### config.mk
export PLATFORM = sky130hd
export DESIGN_NAME = reg_file_pair
export DESIGN_NICKNAME = d
export VERILOG_FILES = /design/src/rtl/reg_file_pair.sv
export SDC_FILE = /design/constraint.sdc
export NUM_CORES = 1
export LEC_CHECK = 0
export CAP_MARGIN = 10
export CORE_ASPECT_RATIO = 2
export CORE_MARGIN = 2
export CORE_UTILIZATION = 65
export DETAILED_ROUTE_END_ITERATION = 6
export GPL_TIMING_DRIVEN = 0
export HOLD_SLACK_MARGIN = 0.06
export PLACE_DENSITY = 0.92
export SLEW_MARGIN = 0
export SYNTH_ARGS = -nofsm -noshare
export SYNTH_HDL_FRONTEND = slang
export SYNTH_SLANG_ARGS = --single-unit
### constraint.sdc
create_clock -name clk -period 11.4 [get_ports clk]
set_input_delay 2.85 -clock clk [delete_from_list [all_inputs] [get_ports clk]]
set_output_delay 2.85 -clock clk [all_outputs]
set_load 0.03 [all_outputs]
### src/rtl/reg_file_pair.sv
// -----------------------------------------------------------------------------
// reg_file_pair
//   General-purpose register file for the tinySoC core. It has one synchronous
//   write port and two combinational read ports. Its register-pair port can
//   increment, decrement or add a signed offset to a 2*DATA_W-bit pair in a
//   single cycle. Two registered flags report the status of the last pair op.
//
// Parameters
//   DATA_W    register width in bits
//   ADDR_W    register address width; 2**ADDR_W registers, half as many pairs
//
// Ports
//   clk        system clock, rising edge
//   rst        synchronous active-high reset
//   wr_en      write strobe
//   wr_sel     write register index
//   wr_data    write data
//   rd_a_sel   read port A index
//   rd_a       combinational read data, port A
//   rd_b_sel   read port B index
//   rd_b       combinational read data, port B
//   pair_sel   pair index p (low half = reg 2p, high half = reg 2p+1)
//   pair_op    00 none, 01 inc, 10 dec, 11 add sign-extended pair_off
//   pair_off   signed offset used by the add operation
//   pair_out   combinational {reg 2p+1, reg 2p}
//   pair_wrap  registered; the last pair op wrapped modulo 2**(2*DATA_W)
//   pair_zero  registered; the last pair op produced zero
// -----------------------------------------------------------------------------
module reg_file_pair #(
  parameter int DATA_W = 8,
  parameter int ADDR_W = 4
) (
  input  logic                  clk,
  input  logic                  rst,
  input  logic                  wr_en,
  input  logic [ADDR_W-1:0]     wr_sel,
  input  logic [DATA_W-1:0]     wr_data,
  input  logic [ADDR_W-1:0]     rd_a_sel,
  output logic [DATA_W-1:0]     rd_a,
  input  logic [ADDR_W-1:0]     rd_b_sel,
  output logic [DATA_W-1:0]     rd_b,
  input  logic [ADDR_W-2:0]     pair_sel,
  input  logic [1:0]            pair_op,
  input  logic [DATA_W-1:0]     pair_off,
  output logic [2*DATA_W-1:0]   pair_out,
  output logic                  pair_wrap,
  output logic                  pair_zero
);

  localparam int NREG = 2 ** ADDR_W;
  localparam int PW   = 2 * DATA_W;

  typedef enum logic [1:0] {
    OP_NONE = 2'b00,
    OP_INC  = 2'b01,
    OP_DEC  = 2'b10,
    OP_ADD  = 2'b11
  } pair_op_e;

  logic [DATA_W-1:0] rfile_q [NREG];
  logic [DATA_W-1:0] rfile_d [NREG];
  logic              wrap_q, wrap_d;
  logic              zero_q, zero_d;

  pair_op_e          op;
  logic [ADDR_W-1:0] lo_idx, hi_idx;
  logic [PW-1:0]     pair_val;
  logic [PW-1:0]     addend;
  logic              addend_neg;
  logic [PW:0]       sum;

  assign op     = pair_op_e'(pair_op);
  assign lo_idx = {pair_sel, 1'b0};
  assign hi_idx = {pair_sel, 1'b1};

  // Reads are straight from the array, so they always show pre-edge contents.
  assign rd_a     = rfile_q[rd_a_sel];
  assign rd_b     = rfile_q[rd_b_sel];
  assign pair_val = {rfile_q[hi_idx], rfile_q[lo_idx]};
  assign pair_out = pair_val;

  // Every op is P plus an addend. Decrement adds all-ones, and add uses the
  // sign-extended offset. Adding a negative addend in two's complement carries
  // out exactly when no wrap occurred, so wrap is the carry flipped for
  // negative addends. This covers inc (P = max), dec (P = 0), positive and
  // negative offsets, and offset 0 (never wraps).
  always_comb begin
    // NOTE: every always_comb output gets a default first so no path infers a latch.
    addend     = '0;
    addend_neg = 1'b0;
    unique case (op)
      OP_INC: addend = PW'(1);
      OP_DEC: begin
        addend     = '1;
        addend_neg = 1'b1;
      end
      OP_ADD: begin
        addend     = {{DATA_W{pair_off[DATA_W-1]}}, pair_off};
        addend_neg = pair_off[DATA_W-1];
      end
      default: ;
    endcase
  end

  assign sum = {1'b0, pair_val} + {1'b0, addend};

  always_comb begin
    rfile_d = rfile_q;
    wrap_d  = wrap_q;
    zero_d  = zero_q;
    if (op != OP_NONE) begin
      rfile_d[lo_idx] = sum[DATA_W-1:0];
      rfile_d[hi_idx] = sum[PW-1:DATA_W];
      // Flags come from the full result, even if the write port replaces a half.
      wrap_d          = sum[PW] ^ addend_neg;
      zero_d          = (sum[PW-1:0] == '0);
    end
    // NOTE: blocking order matters here; this later assignment lets the write port win a conflict.
    if (wr_en) begin
      rfile_d[wr_sel] = wr_data;
    end
  end

  always_ff @(posedge clk) begin
    if (rst) begin
      // NOTE: the register array is reset explicitly; the core relies on every register reading 0 after reset.
      for (int i = 0; i < NREG; i++) begin
        rfile_q[i] <= '0;
      end
      wrap_q <= 1'b0;
      zero_q <= 1'b0;
    end else begin
      rfile_q <= rfile_d;
      wrap_q  <= wrap_d;
      zero_q  <= zero_d;
    end
  end

  assign pair_wrap = wrap_q;
  assign pair_zero = zero_q;

endmodule

**Word-level counts from Yosys, hierarchy flattened**

Index checks and enable logic that the tools add are counted.

- Register bits after elaboration: 130
- Latch bits: 0
- RAM bits: 0
- ROM bits: 0
- Input port bits: 36
- Output and inout port bits: 34
- Logic and storage cells: 66
- Memories: 0

- Add/sub/neg operators: 1
- Multiply operators: 0
- Divide/modulo/power cells: 0
- Magnitude comparators: 8
- Eq/ne operators: 3
- Shifts and indexed selects: 0
- Muxes and demuxes: 25
- Bitwise gates (word level): 6
- Reductions and logical operators: 5

Operators by type and width:

| operator | number |
|---|---|
| 128-bit bitwise mux | 3 |
| 128-bit two-way mux | 2 |
| 8-bit binary-select mux with 4-bit select | 4 |
| 8-bit demux with 4-bit select | 3 |
| 8-bit two-way mux | 11 |
| 16-bit one-hot mux with 3 select lines | 1 |
| 5-bit greater-or-equal comparator (second input constant) | 5 |
| 4-bit inverter with 5-bit output | 5 |
| 16-bit by 16-bit adder with 17-bit output | 1 |
| 16-bit logical NOT | 1 |
| 5-bit by 1-bit less-than comparator with 1-bit output (second input constant) | 3 |
| 2-bit equality test (second input constant) | 2 |
| 1-bit logical AND | 3 |
| 2-bit by 1-bit equality test with 1-bit output (second input constant) | 1 |
| 1-bit one-hot mux with 2 select lines | 1 |
| 2-bit nonzero test | 1 |
| 1-bit bitwise XOR | 1 |

**Depth between registers and ports, before layout**

- Depth in word-level cells: 10
- Mapped depth: 16
- Mapped depth without buffers: 14

**Least setup slack after synthesis**

Ideal clock, no wire load.

- Path type: input to output
- Start point: input port rd_a_sel[1]
- End point: output port rd_a[0]
- Arrival time: 4.459 ns
- Data required time: 8.550 ns
- Setup slack: 4.091 ns
- Cell stages on the path: 4
- Buffers on the path: 2
- Cell sequence: clkbuf_1 > buf_2 > mux4_2 > mux4_2

- Word-level cells in the longest chain between the ends: 4

RTL lines:

| item | RTL line | source |
|---|---|---|
| start: declaration | 38 | `input logic [ADDR_W-1:0] rd_a_sel,` |
| 4-bit inverter with 5-bit output (not written as such) | 77 | `assign rd_a = rfile_q[rd_a_sel];` |
| 8-bit binary-select mux with 4-bit select | 77 |  |
| 8-bit two-way mux (not written as such) (2 in a row) | 77 |  |
| end: declaration | 39 | `output logic [DATA_W-1:0] rd_a,` |

No other way between the ends. The select of a mux whose other input is x is not followed.

**Worst setup path after layout**

- Start point: input port pair_sel[0]
- End point: output port pair_out[9]

- Word-level cells in the longest chain between the ends: 4

RTL lines:

| item | RTL line | source |
|---|---|---|
| start: declaration | 42 | `input logic [ADDR_W-2:0] pair_sel,` |
| 4-bit inverter with 5-bit output (not written as such) | 79 | `assign pair_val = {rfile_q[hi_idx], rfile_q[lo_idx]};` |
| 8-bit binary-select mux with 4-bit select | 79 |  |
| 8-bit two-way mux (not written as such) (2 in a row) | 79 |  |
| end: declaration | 45 | `output logic [2*DATA_W-1:0] pair_out,` |

No other way between the ends. The select of a mux whose other input is x is not followed.

==> metrics <==
highest clock rate=113 MHz; #FFs+latches synth=130; vias in the first global route=10,700; Mapped Area=9310 sq um; largest net degree at the start of global routing=17; slew at the pin closest to its max-slew limit=1.38 ns; EDFF count, synth=0; hold wc startpoint=pair_zero; Syn Nets=1,123; Psw=490 uW; Hold Path Class=flip-flop to flip-flop; ant diodes=0; CP Launch Point=pair_sel[0]; die area=15,400 sq um; Synth top area share=27.9%; row count=61; kind of end point of the critical path=output port; warning count from the yosys run=0; Die Ht=173 um; final worst-path cycle share=77.6%; ys flop type=dfxtp_1; share of total power in combinational logic=22.9%; Sw Share=33.8%; routed length per instance=32.6 um; Multi-input gate area=6290 sq um; Clock Sink Count=130; Setup TNS Final=0 ns; final hold viol count=0; final estimated routing congestion in global placement=1.09; TritonCTS clock tree=done; Clk network pwr share=42.0%; Reg power frac=35.1%; Nets=1,201; DRT Wirelength=44,100 um; Internal Power=961 uW; Reg2Reg Setup Slack=6.97 ns; clock latency at the later pin of the worst-skew pair=0.45 ns; Worst Path Required=8.55 ns; Yosys cell types=57; dominant cell type by area after synthesis=dfxtp_1; CTS root buffer=clkbuf_16; clock slew seen by the registers of the worst setup and hold paths=0.07 ns; DR DRC count=66; Antenna Nets Post-Route=0; Synth Area per Inst=8.70 sq um; kind of start point of the critical path=input pin; worst-path fanout max=10; Leakage=3.80 nW; area of the core=14,000 sq um; vias post-DR=10,900; clock skew=0.0134 ns; H-tree depth=4; # hold bufs at CTS=0; # Post-CTS Setup Buffers=0; routed vias/inst=8.05; post-detail-place hpwl=31,600 um; Pwr Total=1.45 mW; global-route wire length before repair=66,800 um; PostCTS Resize Cnt=0; Power Density=135 nW/um^2; fill count=1,034; Inserted Clock Buffers=17; IO Port Bufs=57; DRT iter0 DRCs=2,504; Pre-antenna DRT Iters=7; max-cap check violation count=0; max_slew headroom=7.62%; Register Area=2600 sq um; Initial Util=66.7%; outcome=complete, but fails checks; Worst R2R Start=rfile_q[76]; ys async rst share=0%; hold slack=0.519 ns; Die W=88.6 um; IO Count=70; Synth Instances=1,070; largest cells by area after synthesis=dfxtp_1, mux4_2, o211ai_1; Setup-failing EPs final=0; final slew viol count=0; violated checks=DRC; Setup CP Type=input pin to output port; antenna violations before repair=1; Congestion Overflow GR=0; share of cells above drive strength 1=13.0%; P&R area growth vs syn=15.7%; Arr. time, crit path=6.00 ns; Total GRT Usage=59.7%; Max IR drop VDD=0.187 mV; RSZ-0062 raised after global routing=no; minimum clock period=8.85 ns; CTS Buffer Depth=2; register area share after synthesis=27.9%
[path summary, 6_finish.rpt]
| kind | endpoint | cells after the start |
|---|---|---|
| max | pair_out[9] | 6 |
| min | pair_zero | 2 |
| max reg2reg | pair_zero | 12 |
| min reg2reg | pair_zero | 2 |
[registers in the layout, summed over array words and instances (netlist names)]
name       count
pair_wrap      1
pair_zero      1
rfile_q      128
[per-layer routing]
metal | vias to the layer above | part of all wire [%] | wire length (um) | track usage (%)
met5 | - | 0 | 0 | 4.90
met4 | 0 | 14 | 6050 | 55.5
met3 | 516 | 16 | 6850 | 36.2
met2 | 1175 | 43 | 19000 | 82.4
met1 | 4945 | 28 | 12100 | 59.3
li1 | 4234 | - | - | -
[cells by family after synthesis]
family,share of synthesized area (%)
AOI/OAI and AO/OA,24.1
xor gates and xnor gates,1.64
adders and majority gates,2.36
buffers and inverters,4.58
DFF,27.9
muxes,22.5
and+or+nand+nor,16.9
[synth_stat cells (4+ instances only)]
| cell type | n |
|---|---|
| a211oi_1 | 27 |
| a21boi_0 | 7 |
| a21oi_1 | 14 |
| a22oi_1 | 64 |
| a311oi_1 | 16 |
| buf_1 | 7 |
| buf_2 | 11 |
| clkbuf_1 | 81 |
| dfxtp_1 | 130 |
| ha_1 | 16 |
| inv_1 | 11 |
| mux2i_1 | 28 |
| mux4_2 | 80 |
| nand2_1 | 141 |
| nand3_1 | 29 |
| nand4_1 | 17 |
| nor2_1 | 146 |
| nor3_1 | 6 |
| o211ai_1 | 81 |
| o21ai_0 | 79 |
| o21ai_1 | 18 |
| xor2_1 | 4 |
[critical path: stages]
cell and delay [ns]:
buf_2 0.17, nor3b_2 0.76, clkbuf_1 0.74, a22oi_1 0.22, nand4_1 0.47, clkdlybuf4s50_1 0.78
[power groups by stage]
stage               clock network, mW  logic (mW)  registers, mW
CTS                             0.595       0.305          0.504
finish                          0.609       0.332          0.510
global route                    0.615       0.345          0.508
global placement                    0       0.295          0.513
floorplan                           0       0.199          0.503
detailed placement                  0       0.302          0.514
[cells in the final DEF (no fill, tap or decap), types with 3 or more instances in the layout]
cell / instances
a211oi_1: 27
a21boi_0: 6
a21oi_1: 14
a22oi_1: 64
a311oi_1: 16
and2_1: 3
buf_1: 7
buf_2: 11
bufinv_16: 4
clkbuf_1: 81
clkbuf_16: 17
clkdlybuf4s50_1: 57
clkinvlp_4: 3
dfxtp_1: 130
ha_1: 16
inv_1: 11
inv_6: 4
mux2i_1: 28
mux4_2: 80
nand2_1: 141
nand2b_1: 3
nand3_1: 29
nand4_1: 17
nor2_1: 146
nor2b_1: 3
nor3_1: 6
nor3_2: 3
nor3b_2: 3
o211ai_1: 81
o21ai_0: 79
o21ai_1: 18
xnor2_2: 3
xor2_1: 4
[final cells by class]
type / instances / share of cell area (%)
Multi-Input combinational cell: 830 / 58.4
Sequential cell: 130 / 24.2
Timing Repair Buffer: 59 / 5.47
Clock buffer: 17 / 3.95
Buffer: 99 / 3.58
Tap cell: 189 / 2.20
Clock inverter: 15 / 1.90
Inverter: 11 / 0.383
[metrics by stage]
| step | instances | util (%) | worst slack [ns] | area, sq um |
|---|---|---|---|---|
| floorplan | 1070 | - | 4.09 | 9310 |
| global placement | 1316 | 72.4 | 2.87 | 10100 |
| detailed placement | 1316 | 72.4 | 2.89 | 10100 |
| CTS | 1348 | 77.0 | 2.84 | 10700 |
| global route | 1350 | 77.1 | 2.63 | 10800 |
| finish | 1350 | 77.1 | 2.55 | 10800 |
No activity file was read; power rests on OpenSTA's default activity.
